==> src/rtl/clock_pkg.sv <==
// clock_pkg: shared active-low seven-segment codes (gfedcba) and time-field indices for clock display blocks
package clock_pkg;
  localparam logic [6:0] SEG_0     = 7'h40;
  localparam logic [6:0] SEG_1     = 7'h79;
  localparam logic [6:0] SEG_2     = 7'h24;
  localparam logic [6:0] SEG_3     = 7'h30;
  localparam logic [6:0] SEG_4     = 7'h19;
  localparam logic [6:0] SEG_5     = 7'h12;
  localparam logic [6:0] SEG_6     = 7'h02;
  localparam logic [6:0] SEG_7     = 7'h78;
  localparam logic [6:0] SEG_8     = 7'h00;
  localparam logic [6:0] SEG_9     = 7'h10;
  localparam logic [6:0] SEG_DASH  = 7'h3F;
  localparam logic [6:0] SEG_BLANK = 7'h7F;
  localparam logic [1:0] FLD_HOUR  = 2'd2;
  localparam logic [1:0] FLD_MIN   = 2'd1;
  localparam logic [1:0] FLD_SEC   = 2'd0;
endpackage

==> src/rtl/bcd_to_seg7.sv <==
// bcd_to_seg7: combinational BCD nibble (bcd) to active-low gfedcba code (seg); values above 9 give blank
module bcd_to_seg7
  import clock_pkg::*;
(
  input  logic [3:0] bcd,
  output logic [6:0] seg
);
  always_comb begin
    seg = SEG_BLANK;
    case (bcd)
      4'd0: seg = SEG_0;
      4'd1: seg = SEG_1;
      4'd2: seg = SEG_2;
      4'd3: seg = SEG_3;
      4'd4: seg = SEG_4;
      4'd5: seg = SEG_5;
      4'd6: seg = SEG_6;
      4'd7: seg = SEG_7;
      4'd8: seg = SEG_8;
      4'd9: seg = SEG_9;
      default: seg = SEG_BLANK;
    endcase
  end
endmodule

==> src/rtl/time_scan_display.sv <==
// time_scan_display: scans a per-frame HH-MM-SS snapshot onto an 8-digit active-low 7-seg display (CP clock, CR sync reset, En enable, HH/MM/SS BCD in, BlinkSel {hour,min,sec} blink mask, AN/SEG/DP active-low out)
module time_scan_display
  import clock_pkg::*;
#(
  parameter int SCAN_DIV  = 50000,
  parameter int BLINK_DIV = 25000000
) (
  input  logic       CP,
  input  logic       CR,
  input  logic       En,
  input  logic [7:0] HH,
  input  logic [7:0] MM,
  input  logic [7:0] SS,
  input  logic [2:0] BlinkSel,
  output logic [7:0] AN,
  output logic [6:0] SEG,
  output logic       DP
);
  localparam int SW = $clog2(SCAN_DIV);
  localparam int BW = $clog2(BLINK_DIV);
  logic [SW-1:0] scan_cnt;
  logic [BW-1:0] blink_cnt;
  logic [2:0]    idx;
  logic          blink_ph;
  logic [23:0]   snap;
  logic          tick, bwrap, dash, blank;
  logic [3:0]    nib;
  logic [1:0]    fld;
  logic [6:0]    digit_seg, seg_next;
  assign tick  = scan_cnt == SW'(SCAN_DIV - 1);
  assign bwrap = blink_cnt == BW'(BLINK_DIV - 1);
  always_comb begin
    nib  = 4'h0;
    fld  = FLD_SEC;
    dash = 1'b0;
    case (idx)
      3'd7: begin nib = snap[23:20]; fld = FLD_HOUR; end
      3'd6: begin nib = snap[19:16]; fld = FLD_HOUR; end
      3'd4: begin nib = snap[15:12]; fld = FLD_MIN;  end
      3'd3: begin nib = snap[11:8];  fld = FLD_MIN;  end
      3'd1: begin nib = snap[7:4];   fld = FLD_SEC;  end
      3'd0: begin nib = snap[3:0];   fld = FLD_SEC;  end
      default: dash = 1'b1;
    endcase
  end
  bcd_to_seg7 u_seg (
    .bcd(nib),
    .seg(digit_seg)
  );
  // dashes are separators, so the blink mask never applies to them
  assign blank    = !blink_ph && BlinkSel[fld];
  assign seg_next = dash ? SEG_DASH : blank ? SEG_BLANK : digit_seg;
  assign DP       = 1'b1;
  always_ff @(posedge CP) begin
    if (CR) begin
      scan_cnt  <= '0;
      idx       <= 3'd7;
      blink_cnt <= '0;
      blink_ph  <= 1'b1;
      snap      <= '0;
      AN        <= 8'hFF;
      SEG       <= SEG_BLANK;
    end else begin
      scan_cnt  <= tick ? '0 : scan_cnt + 1'b1;
      blink_cnt <= bwrap ? '0 : blink_cnt + 1'b1;
      if (bwrap) blink_ph <= ~blink_ph;
      if (tick) idx <= idx - 3'd1;
      // capture on the last slot of a frame so the next frame starts on coherent data
      if (tick && idx == 3'd0) snap <= {HH, MM, SS};
      AN  <= En ? ~(8'd1 << idx) : 8'hFF;
      SEG <= En ? seg_next : SEG_BLANK;
    end
  end
endmodule

==> config.mk <==
export PLATFORM = sky130hd
export DESIGN_NAME = time_scan_display
export DESIGN_NICKNAME = d
export VERILOG_FILES = /design/src/rtl/clock_pkg.sv /design/src/rtl/bcd_to_seg7.sv /design/src/rtl/time_scan_display.sv
export SDC_FILE = /design/constraint.sdc
export NUM_CORES = 1
export LEC_CHECK = 0
export BUFFER_PORTS_ARGS = -buffer_cell sky130_fd_sc_hd__buf_4
export CORE_UTILIZATION = 58
export CTS_CLUSTER_SIZE = 40
export DETAILED_ROUTE_END_ITERATION = 16
export PLACE_DENSITY = 0.8
export SLEW_MARGIN = 20
export SYNTH_ARGS = -nofsm -noshare
export SYNTH_HDL_FRONTEND = slang
export SYNTH_SLANG_ARGS = --single-unit
export TNS_END_PERCENT = 100
==> constraint.sdc <==
create_clock -name CP -period 3.12 [get_ports CP]
set_clock_uncertainty 0.1 [all_clocks]
set_input_delay 0 -clock CP [delete_from_list [all_inputs] [get_ports CP]]
set_output_delay 0 -clock CP [all_outputs]
set_load 0.05 [all_outputs]
==> results.md <==
- Status: finished clean
- Post-DP HPWL: 5421 um
- Post-Route WL: 8931 um
- Die Y: 82.98 um
- Fillers: 434
- Cells after synthesis: 418
- Peak VDD IR: 0.3331 mV
- Largest area contributor in the netlist: dfxtp_1
- Worst Hold Depth: 4
- Power per Cell Area: 433.1 nW/um2
- WL/cell: 15.11 um
- Worst Path Required: 3260 ps
- Slew @ Worst Pin: 560.7 ps
- Unique cell type count in the Yosys netlist: 49
- CP arrival: 3070 ps
- Vias in the first global route: 3191
- GRT overflow: 0
- CTS tree: yes
- Max frequency: 341.7 MHz
- First-pass GRT wire length: 14820 um
- Die width: 82.98 um
- Port buffer count: 44
- Static Leak: 1.934 nW
- Root buf cell: clkbuf_8
- Async SR Flop Fraction: 0%
- Starting density of the core: 59.90%
- Critical Path Start Type: flip-flop
- CTS Sinks: 84
- ANT nets after route: 0
- Seq/Total Area, Yosys: 44.21%
- Unrepaired setup endpoints after global routing: no
- Final setup fails: 0
- Drt via density: 5.519
- Clk_lat worst skew: 360 ps
- Pin count of the biggest net entering global routing: 33
- Min Clock Period, post-route: 2926 ps
- Min-Delay Endpoint: SEG[2]$_SDFF_PP1_
- Final Cycle Share: 93.79%
- I/O pins: 46
- Initial DRC Count: 189
- Post-layout nets: 551
- Max-Cap Viols: 0
- Mean Syn Cell Area: 9.100 um2
- Synthesis-to-layout area growth: 28.75%
- Die ar.: 6886 um2
- Reg-to-reg startpoint: idx[0]$_SDFFE_PP1N_
- Type of element capturing the critical path: flip-flop
- Row cnt: 29
- Post-Synthesis Net Count: 460
- Worst-path clk slew: 80 ps
- Non-Filler Instances: 591
- Diodes inserted: 0
- R2r setup slk: 190 ps
- Yosys reg bits: 84
- Drt pass-1 iters: 4
- Worst rel slew slack: 62.62%
- Maximum fanout along the worst path: 13
- Final Slew Violations: 0
- Antenna violations before repair: 0
- Worst reg2reg endpoint: SEG[3]$_SDFF_PP1_
- Synth top area share: 44.21%
- Min-Delay Path Class: in -> reg
- Share of layout cells above drive strength 1: 13.81%
- Post-synth EDFFs: 0
- Via count: 3262
- Setup TNS: 0 ps
- Top cells by area, synth: dfxtp_1 (44%), nor2_1 (8.0%), mux2i_1 (7.6%)
- Number of remaining DRC errors: 0
- Post-CTS Setup Bufs: 0
- Hold Crit Start: BlinkSel[1]
- Hold Fails Final Rpt: 0
- Core area: 6350 um2
- Main flop type after synthesis: dfxtp_1
- Final Wtd Congestion: 0.8273
- H-Tree Depth: 3
- Clock Tree Buf Depth: 2
- FF-to-FF path depth: 9
- Critical path class: reg -> reg
- Placed insts: 525
- CTS buffer count: 9
- Gr usage total: 26.94%
- Mapped cell area: 3804 um2
- Ys Warns: 0
## state kept, by name, indices dropped and copies added, names as in the netlist
| signal | flops |
|---|---|
| SEG | 7 |
| blink_cnt | 25 |
| AN | 8 |
| snap | 24 |
| scan_cnt | 16 |
| blink_ph | 1 |
| idx | 3 |
## cells by family (layout without fill, tap and decap cells)
kind of cell	after synthesis	after routing	share of synthesized area, %
AOI/OAI and AO/OA	41	41	7.730
muxes	32	32	8.816
adders and majority gates	12	12	3.947
DFF	84	84	44.21
other	1	1	0.09859
and+or+nand+nor	175	175	22.14
buffers and inverters	35	131	4.309
xor gates and xnor gates	38	38	8.750
## final cells by class
type | count | area [um2] | share of cell area (%)
repair buffers | 98 | 860.8 | 17.58
clock inverters | 3 | 67.56 | 1.380
inverters | 17 | 63.81 | 1.303
flip-flops and latches | 84 | 1682 | 34.34
multi-input cells | 299 | 1958 | 39.98
well taps | 77 | 96.34 | 1.967
clock buffers | 13 | 168.9 | 3.449
## how the worst max path moves through the flow
stage                             start                end  slack, ps
floorplan           idx[0]$_SDFFE_PP1N_  SEG[3]$_SDFF_PP1_        400
global placement    idx[0]$_SDFFE_PP1N_  SEG[3]$_SDFF_PP1_        410
detailed placement  idx[0]$_SDFFE_PP1N_  SEG[3]$_SDFF_PP1_        280
CTS                 idx[0]$_SDFFE_PP1N_  SEG[3]$_SDFF_PP1_        210
global route        idx[0]$_SDFFE_PP1N_  SEG[3]$_SDFF_PP1_         10
finish              idx[0]$_SDFFE_PP1N_  SEG[3]$_SDFF_PP1_        190
## timing repair
action / CTS / global route
resized for setup: 0 / 0
hold buffers: 50 / 0
hold endpoints to repair: 28 / 0
## where the power goes
part           internal (mW)  leakage [nW]  switching [mW]
combinational         0.0631          1.14          0.0605
sequential              1.08         0.680         0.00823
clock                  0.517         0.116           0.389
## layout by cell type, fill, tap and decap left out, types with 6 or more instances in the layout
master,instances
dfxtp_1,84
nor2_1,81
dlygate4sd3_1,50
buf_4,48
mux2i_1,29
xnor2_1,26
nand2_1,22
inv_1,16
nor3_1,14
nand3_1,12
xor2_1,12
ha_1,12
clkbuf_8,12
nand4_1,10
a21oi_1,7
and3_1,6
## through the flow
stage	hold slack [ps]	total power [mW]	worst slack (ps)	utilization (%)	cell area, um2
6_report	135.1	2.121	193.8	77.12	4897
2_1_floorplan	3.635	1.168	401.6	-	3804
3_5_place_dp	146.7	1.211	275.7	65.52	4160
5_1_grt	166.3	2.181	10.39	77.12	4897
4_1_cts	118.9	2.121	208.9	77.12	4897
3_3_place_gp	131.9	1.210	406.2	65.52	4160
## cells in the mapped netlist (4+ instances only)
library cell	instances
a21oi_1	7
a222oi_1	5
and3_1	6
buf_2	5
clkbuf_1	9
dfxtp_1	84
ha_1	12
inv_1	16
mux2i_1	29
nand2_1	22
nand2b_1	5
nand3_1	12
nand4_1	10
nor2_1	81
nor3_1	14
nor4_1	4
o21ai_0	5
o21ai_1	5
xnor2_1	26
xor2_1	12
## worst max-delay path, stage by stage, from the launching register on
cell     delay, ps
dfxtp_1        470
ha_1           490
o21ai_1        160
buf_4          190
a21oi_1        160
o22a_1         290
inv_1          150
ha_1           250
mux2_4         270
a211o_1        290
## routing by layer
layer	wire, um	up-vias	part of all wire (%)	track usage (%)
met5	0	-	0	0
met4	306	0	3.4	13.95
met3	326	25	3.7	4.374
met2	4552	74	51	48.36
met1	3746	1561	42	30.62
li1	-	1602	-	-
No activity file was read; power rests on OpenSTA's default activity.
